File: src/rtl/riscv_retire_monitor.sv
// ============================================================================
// riscv_retire_monitor
//   Counts retired instructions, latches each retiree's observable result and
//   detects the two-word halt sequence (HALT sticky until reset).
//   Revision: 1.0
// ============================================================================
`default_nettype none

module riscv_retire_monitor #(
    parameter int          CNT_W      = 32,
    parameter logic [31:0] HALT_INST0 = 32'h00c00093,
    parameter logic [31:0] HALT_INST1 = 32'h00008067
) (
    input  logic        CLK,
    input  logic        RSTn,
    input  logic        RET_VALID,
    input  logic        RET_KILL,
    input  logic [31:0] RET_INST,
    input  logic [31:0] RET_PC,
    input  logic        RET_RF_WE,
    input  logic [31:0] RET_RF_WD,
    input  logic [31:0] RET_MEM_ADDR,
    input  logic        RET_BR_TAKEN,
    output logic [31:0] NUM_INST,
    output logic [31:0] OUTPUT_PORT,
    output logic        HALT
);

    localparam logic [6:0] OP_STORE  = 7'b0100011;
    localparam logic [6:0] OP_BRANCH = 7'b1100011;

    typedef enum logic [1:0] {
        IDLE  = 2'd0,
        SEEN0 = 2'd1,
        DONE  = 2'd2
    } state_t;

    state_t           state;
    logic [CNT_W-1:0] count;
    logic [31:0]      result;
    logic             halt;
    logic             retire;
    logic             unused_pc;

    // The PC travels with the record for trace only.
    assign unused_pc = ^RET_PC;

    assign retire = RET_VALID & ~RET_KILL & ~halt;

    always_ff @(posedge CLK) begin
        if (!RSTn) begin
            state  <= IDLE;
            count  <= '0;
            result <= 32'd0;
            halt   <= 1'b0;
        end else if (retire) begin
            if (count != {CNT_W{1'b1}})
                count <= count + 1'b1;

            if (RET_INST[6:0] == OP_STORE)
                result <= RET_MEM_ADDR;
            else if (RET_INST[6:0] == OP_BRANCH)
                result <= {31'd0, RET_BR_TAKEN};
            else if (RET_RF_WE)
                result <= RET_RF_WD;

            case (state)
                IDLE: begin
                    if (RET_INST == HALT_INST0)
                        state <= SEEN0;
                end
                SEEN0: begin
                    if (RET_INST == HALT_INST1) begin
                        state <= DONE;
                        halt  <= 1'b1;
                    end else if (RET_INST != HALT_INST0) begin
                        state <= IDLE;
                    end
                end
                default: begin
                    state <= DONE;
                end
            endcase
        end
    end

    generate
        if (CNT_W >= 32) begin : g_full
            assign NUM_INST = count[31:0];
        end else begin : g_ext
            assign NUM_INST = {{(32-CNT_W){1'b0}}, count};
        end
    endgenerate

    assign OUTPUT_PORT = result;
    assign HALT        = halt;

endmodule

`default_nettype wire
File: config.mk
export PLATFORM = sky130hd
export DESIGN_NAME = riscv_retire_monitor
export DESIGN_NICKNAME = d
export VERILOG_FILES = /design/src/rtl/riscv_retire_monitor.sv
export SDC_FILE = /design/constraint.sdc
export NUM_CORES = 1
export LEC_CHECK = 0
export CORE_ASPECT_RATIO = 1.5
export CORE_UTILIZATION = 36
export DETAILED_ROUTE_END_ITERATION = 10
export PLACE_DENSITY = 0.78
export SLEW_MARGIN = 10
export SYNTH_ARGS = -nofsm -noshare
export SYNTH_HDL_FRONTEND = slang
export SYNTH_SLANG_ARGS = --single-unit
File: constraint.sdc
create_clock -name CLK -period 1.8 [get_ports CLK]
set_input_delay 0.36 -clock CLK [delete_from_list [all_inputs] [get_ports CLK]]
set_output_delay 0.36 -clock CLK [all_outputs]
set_load 0.05 [all_outputs]
==> results of run 1 <==
-- synth_stat cells, types with 5 or more instances --
library cell,n
dfxtp_1,67
nand2_1,56
nor2_1,38
o31ai_1,35
a311oi_2,27
a21oi_1,21
clkbuf_1,21
or3_1,18
nand3_1,14
o21ai_0,14
nand4_1,9
nand2b_1,8
nor4_1,8
nor3_1,7
mux2i_1,6
or4_1,6
and3_1,5
buf_6,5
inv_1,5
o21ai_1,5
-- what timing repair did --
action,in CTS,in global routing
hold endpoints to repair,0,0
pin swaps,13,19
setup buffers,10,3
gates cloned,3,0
endpoints found under the setup margin,60,59
resized for setup,27,30
-- path summary, 6_finish.rpt --
path                                                  start                     endpoint  slack (ns)  depth (start not counted)
worst min-delay path            OUTPUT_PORT[0]$_SDFFE_PN0P_  OUTPUT_PORT[0]$_SDFFE_PN0P_        0.46                          2
worst max-delay path               NUM_INST[0]$_SDFFE_PN0P_     NUM_INST[7]$_SDFFE_PN0P_       -0.08                          8
worst min register to register  OUTPUT_PORT[0]$_SDFFE_PN0P_  OUTPUT_PORT[0]$_SDFFE_PN0P_        0.46                          2
worst max register to register     NUM_INST[0]$_SDFFE_PN0P_     NUM_INST[7]$_SDFFE_PN0P_       -0.08                          8
-- cells in the final DEF, fill, tap and decap left out, types with 13 or more instances in the layout --
| master | instances |
|---|---|
| a21oi_1 | 17 |
| a311oi_2 | 28 |
| nand2_1 | 56 |
| o21ai_0 | 13 |
| or3_1 | 16 |
| dfxtp_4 | 25 |
| nor2_1 | 37 |
| buf_4 | 146 |
| clkdlybuf4s50_1 | 92 |
| o31ai_1 | 35 |
| dfxtp_1 | 34 |
-- area by class of cell --
cell class | count | share of cell area (%)
Inverter | 5 | 0.287
Multi-Input combinational cell | 312 | 34.9
Clock inverter | 3 | 0.287
Tap cell | 115 | 2.20
Sequential cell | 67 | 22.1
Clock buffer | 13 | 4.30
Timing Repair Buffer | 262 | 36.0
-- metal layers --
| layer | vias to the layer above | GRT usage [%] | part of all wire [%] |
|---|---|---|---|
| li1 | 2065 | - | - |
| met1 | 2067 | 27.0 | 38 |
| met2 | 172 | 44.7 | 53 |
| met3 | 36 | 3.96 | 5.7 |
| met4 | 0 | 13.8 | 4.0 |
| met5 | - | 0 | 0 |
-- flip-flops by register name, summed over array words and instances (netlist names) --
name / flops
OUTPUT_PORT: 32
HALT: 1
state: 2
NUM_INST: 32
-- report_power, final --
part | leakage [nW] | internal (mW) | switching (mW)
Sequential | 0.568 | 1.49 | 0.0243
Clock | 0.151 | 1.09 | 0.667
Combinational | 1.76 | 0.385 | 0.388
-- cells by family after synthesis --
logic type | synth area share (%)
AOI/OAI and AO/OA | 26.7
adders and majority gates | 0.344
buffers and inverters | 5.40
DFF | 36.9
muxes | 1.96
xor gates and xnor gates | 0.964
and+or+nand+nor | 27.7
-- worst max-delay path: stages, from the launching register on --
cell	delay, ns
dfxtp_4	0.35
ha_4	0.15
and3_4	0.18
nand4_1	0.18
o31ai_4	0.09
buf_6	0.14
buf_6	0.12
or4_1	0.46
a21oi_1	0.14
-- stage by stage --
stage / cell area [sq um] / setup TNS (ns) / util [%] / hold WS [ns] / cells
floorplan: 3770 / -0.0486 / - / 0.426 / 417
global placement: 5850 / -21.11 / 60.1 / 0.443 / 746
detailed placement: 5850 / -23.65 / 60.1 / 0.453 / 746
global route: 6550 / -1.17 / 67.2 / 0.476 / 777
CTS: 6400 / -0.406 / 65.6 / 0.460 / 775
finish: 6550 / -0.228 / 67.2 / 0.457 / 777
==> flow_metrics.env, run 1 <==
export IMPL_outcome="finished, violations left"
export IMPL_violations="design-rule violations, negative setup slack"
export IMPL_grt_max_degree=41
export IMPL_ys_warn_count=0
export IMPL_peakVddDrop_mv=0.482
export IMPL_finalSetupViolations=8
export IMPL_relSlewSlack_pct=62.4
export IMPL_critPathLaunchType="register"
export IMPL_grt_overflow=0
export IMPL_p_leak_nw=2.47
export IMPL_routabilityCongestion=0.892
export IMPL_seq_area_frac_synth_pct=36.9
export IMPL_detail_route_wl_per_cell_microns=16.7
export IMPL_synth_area_leaders="dfxtp_1 37%, a311oi_2 11%, o31ai_1 7.2%, nand2_1 5.8%, nor2_1 3.9%"
export IMPL_syn_nets=552
export IMPL_syn_area_sq_um=3640
export IMPL_cp_required_ns=2.06
export IMPL_grt_use_total_pct=24.7
export IMPL_synth_edff_count=0
export IMPL_vias_per_cell=5.59
export IMPL_fp_row_count=44
export IMPL_drt_iter0_markers=279
export IMPL_hp_class="register to register"
export IMPL_synth_top_area_share_pct=36.9
export IMPL_area_delta_synth_final_pct=80.1
export IMPL_max_freq_mhz=532
export IMPL_nets=792
export IMPL_worst_pin_slew_ns=0.564
export IMPL_antenna_diode_count=0
export IMPL_slew_violations=0
export IMPL_layout_drive_gt1_share_pct=42.0
export IMPL_ys_ff_latch=67
export IMPL_io_buffers=166
export IMPL_fin_crit_sh_pct=104
export IMPL_drtPass1Iterations=7
export IMPL_worstPathMaxFanout=6
export IMPL_clk_pin_slew_ns=0.05
export IMPL_yosysTopAreaCell="dfxtp_1"
export IMPL_grt_pass1_wl_microns=20700
export IMPL_vias=4340
export IMPL_p_per_area_nw_per_um2=617
export IMPL_critPathArrivalTime_ns=2.13
export IMPL_start_util_pct=37.3
export IMPL_grt_setup_unrepaired="true"
export IMPL_fp_dieH_microns=125
export IMPL_cts_root_buffer_cell="clkbuf_16"
export IMPL_cp_end_kind="register"
export IMPL_clkLatencyLatePin_ns=0.34
export IMPL_avgSynthCellArea_sq_um=8.72
export IMPL_syn_inst=417
export IMPL_fin_worst_skew_ns=0.00681
export IMPL_cts_sinks=67
export IMPL_hold_viol=0
export IMPL_synth_distinct_cells=47
export IMPL_synthFlopType="dfxtp_1"
export IMPL_drtAntennaViolNets=0
export IMPL_n_fill_cell=752
export IMPL_finalCriticalPeriod_ns=1.88
export IMPL_cts_tree="yes"
export IMPL_regArea_sq_um=1450
export IMPL_cts_buffers=9
export IMPL_multiInputGateArea_sq_um=2290
export IMPL_clockBufferDepth=2
export IMPL_die_w_microns=84.1
export IMPL_synth_async_reset_ratio_pct=0
export IMPL_h_tree_depth=3
export IMPL_pin_count=199
export IMPL_dp_slack_ns=-0.493
export IMPL_crit_type="register to register"
export IMPL_die_area_sq_um=10500
export IMPL_drc_errors=14
export IMPL_dp_hpwl_microns=8960
export IMPL_cts_hold_buf=0
export IMPL_total_power_mw=4.04
export IMPL_grt_pass1_vias=4400
export IMPL_drv_cap=0
export IMPL_core_area_sq_um=9740
export IMPL_fin_ws_ns=-0.0787
export IMPL_wirelength_microns=13000
export IMPL_antenna_found_initial=0
(Power assumes the default switching activity.)
==> inputs of run 2 (changes only) <==
==> constraint.sdc (replaced) <==
create_clock -name CLK -period 1.8 [get_ports CLK]
set_input_delay 0.27 -clock CLK [delete_from_list [all_inputs] [get_ports CLK]]
set_output_delay 0.27 -clock CLK [all_outputs]
set_load 0.05 [all_outputs]
==> run 2 against run 1 <==
  * The run still ends with design-rule violations, negative setup slack left
  * Fmax down 0.13%
  * Sequential share of layout area down 0.18 points
  * Via count up 1.3%
  * Critical path depth unchanged
  * Non-clock buffer count up 3
  * Total power down 4.9%
  * Flip-flop and latch count unchanged
  * Register-to-register slack about the same
  * Count of clock-buffer cells in the layout unchanged
  * Clock skew down 0.0019 ns
  * Cell area up 0.82%
  * Clock power down 13%
  * Critical endpoint is now NUM_INST[17]$_SDFFE_PN0P_
==> flow_metrics.env, run 2 (synthesis gave the netlist of run 1 again) <==
export IMPL_start_util_pct=37.3
export IMPL_wirelength_microns=13400
export IMPL_h_tree_depth=3
export IMPL_relSlewSlack_pct=64.4
export IMPL_grt_setup_unrepaired="true"
export IMPL_clk_pin_slew_ns=0.05
export IMPL_clockBufferDepth=2
export IMPL_fin_worst_skew_ns=0.00488
export IMPL_drv_cap=0
export IMPL_routabilityCongestion=0.905
export IMPL_pin_count=199
export IMPL_worst_pin_slew_ns=0.532
export IMPL_slew_violations=0
export IMPL_crit_type="input pin to register"
export IMPL_netSwitchingPower_mw=1.03
export IMPL_critPathArrivalTime_ns=2.14
export IMPL_die_w_microns=84.1
export IMPL_fp_dieH_microns=125
export IMPL_mostFrequentLayoutCells="123 x clkdlybuf4s50_1, 117 x buf_4, 56 x nand2_1"
export IMPL_grt_overflow=0
export IMPL_cp_end_kind="register"
export IMPL_drc_errors=18
export IMPL_final_common_cell="clkdlybuf4s50_1"
export IMPL_hp_start="RET_INST[6]"
export IMPL_vias=4397
export IMPL_fin_crit_sh_pct=105
export IMPL_cts_sinks=67
export IMPL_cts_tree="yes"
export IMPL_fp_row_count=44
export IMPL_vias_per_cell=5.63
export IMPL_p_leak_nw=2.48
export IMPL_die_area_sq_um=10500
export IMPL_dp_slack_ns=-0.372
export IMPL_outcome="finished, violations left"
export IMPL_fin_tns_setup_ns=-0.390
export IMPL_drt_iter0_markers=222
export IMPL_drtAntennaViolNets=0
export IMPL_switching_share_pct=26.8
export IMPL_drtPass1Iterations=8
export IMPL_hp_class="input pin to register"
export IMPL_io_buffers=166
export IMPL_dp_cells=743
export IMPL_cts_buffers=9
export IMPL_cp_endpoint="NUM_INST[17]$_SDFFE_PN0P_"
export IMPL_rrSetupSlack_ns=-0.07
export IMPL_core_area_sq_um=9740
export IMPL_grt_use_total_pct=24.6
export IMPL_p_clk_share_pct=40.1
export IMPL_p_int_mw=2.82
export IMPL_grt_max_degree=57
export IMPL_total_power_mw=3.84
export IMPL_grt_pass1_vias=4363
export IMPL_area_delta_synth_final_pct=81.6
export IMPL_layout_drive_gt1_share_pct=36.3
export IMPL_power_frac_comb_pct=20.5
export IMPL_max_freq_mhz=532
export IMPL_fin_ws_ns=-0.0810
export IMPL_peakVddDrop_mv=0.459
export IMPL_r2r_end="NUM_INST[17]$_SDFFE_PN0P_"
export IMPL_finalCriticalPeriod_ns=1.88
export IMPL_grt_pass1_wl_microns=20600
export IMPL_r2r_start="NUM_INST[1]$_SDFFE_PN0P_"
export IMPL_hold_viol=0
export IMPL_dp_hpwl_microns=8890
export IMPL_detail_route_wl_per_cell_microns=17.2
export IMPL_fin_util_pct=67.8
export IMPL_p_seq_share_pct=39.4
export IMPL_r2r_cells=8
export IMPL_clkLatencyLatePin_ns=0.33
export IMPL_cts_root_buffer_cell="clkbuf_16"
export IMPL_antenna_diode_count=0
export IMPL_n_fill_cell=753
export IMPL_antenna_found_initial=0
export IMPL_nets=796
export IMPL_cp_required_ns=2.06
export IMPL_cp_startpoint="RET_KILL"
export IMPL_finalSetupViolations=9
export IMPL_final_cells=781
export IMPL_worstPathMaxFanout=5
export IMPL_violations="design-rule violations, negative setup slack"
export IMPL_critPathLaunchType="input pin"
export IMPL_p_per_area_nw_per_um2=582
==> run 2: power groups by stage <==
stage	Combinational [mW]	Sequential [mW]	Clock, mW
global route	0.832	1.52	1.62
detailed placement	0.733	1.54	0
finish	0.789	1.51	1.54
floorplan	0.217	1.68	0
CTS	0.770	1.51	1.57
global placement	0.721	1.54	0
==> run 2: area by class of cell <==
class,count,area [sq um],area share (%)
Timing Repair Buffer,265,2480,37.5
Multi-Input combinational cell,313,2260,34.3
Sequential cell,67,1450,21.9
Clock buffer,13,240,3.64
Tap cell,115,144,2.18
Inverter,5,18.8,0.284
Clock inverter,3,15.0,0.227
==> run 2: worst min path at each step <==
stage / to / slack (ns) / cells after the start
floorplan: NUM_INST[10]$_SDFFE_PN0P_ / 0.42 / 2
global placement: state[0]$_SDFFE_PN0P_ / 0.44 / 2
detailed placement: state[0]$_SDFFE_PN0P_ / 0.45 / 2
CTS: state[0]$_SDFFE_PN0P_ / 0.45 / 2
global route: state[0]$_SDFFE_PN0P_ / 0.46 / 5
finish: state[0]$_SDFFE_PN0P_ / 0.43 / 5
==> run 2: metrics by stage <==
step / hold WS [ns] / cell area, sq um
2_1_floorplan: 0.418 / 3760
6_report: 0.425 / 6600
3_5_place_dp: 0.448 / 5920
4_1_cts: 0.455 / 6400
3_3_place_gp: 0.440 / 5920
5_1_grt: 0.460 / 6600
==> run 2: per-layer routing <==
layer | global-route usage [%] | routed length [microns] | up-vias
li1 | - | - | 2063
met1 | 25.1 | 4770 | 2089
met2 | 45.9 | 7150 | 191
met3 | 5.15 | 870 | 54
met4 | 13.6 | 651 | 0
met5 | 0 | 0 | -
==> run 2: what timing repair did <==
action | in CTS | in global routing
setup buffers | 8 | 11
setup endpoints to repair | 29 | 60
pin swaps | 7 | 16
hold buffers | 0 | 0
gates cloned | 3 | 0
resized for setup | 18 | 27
==> run 2: worst max-delay path, cell delays in order <==
cell             delay (ns)
clkdlybuf4s50_1        0.43
nand2b_1               0.20
nor2_2                 0.16
buf_6                  0.17
o31ai_4                0.11
buf_4                  0.17
or4_4                  0.48
a21oi_2                0.14
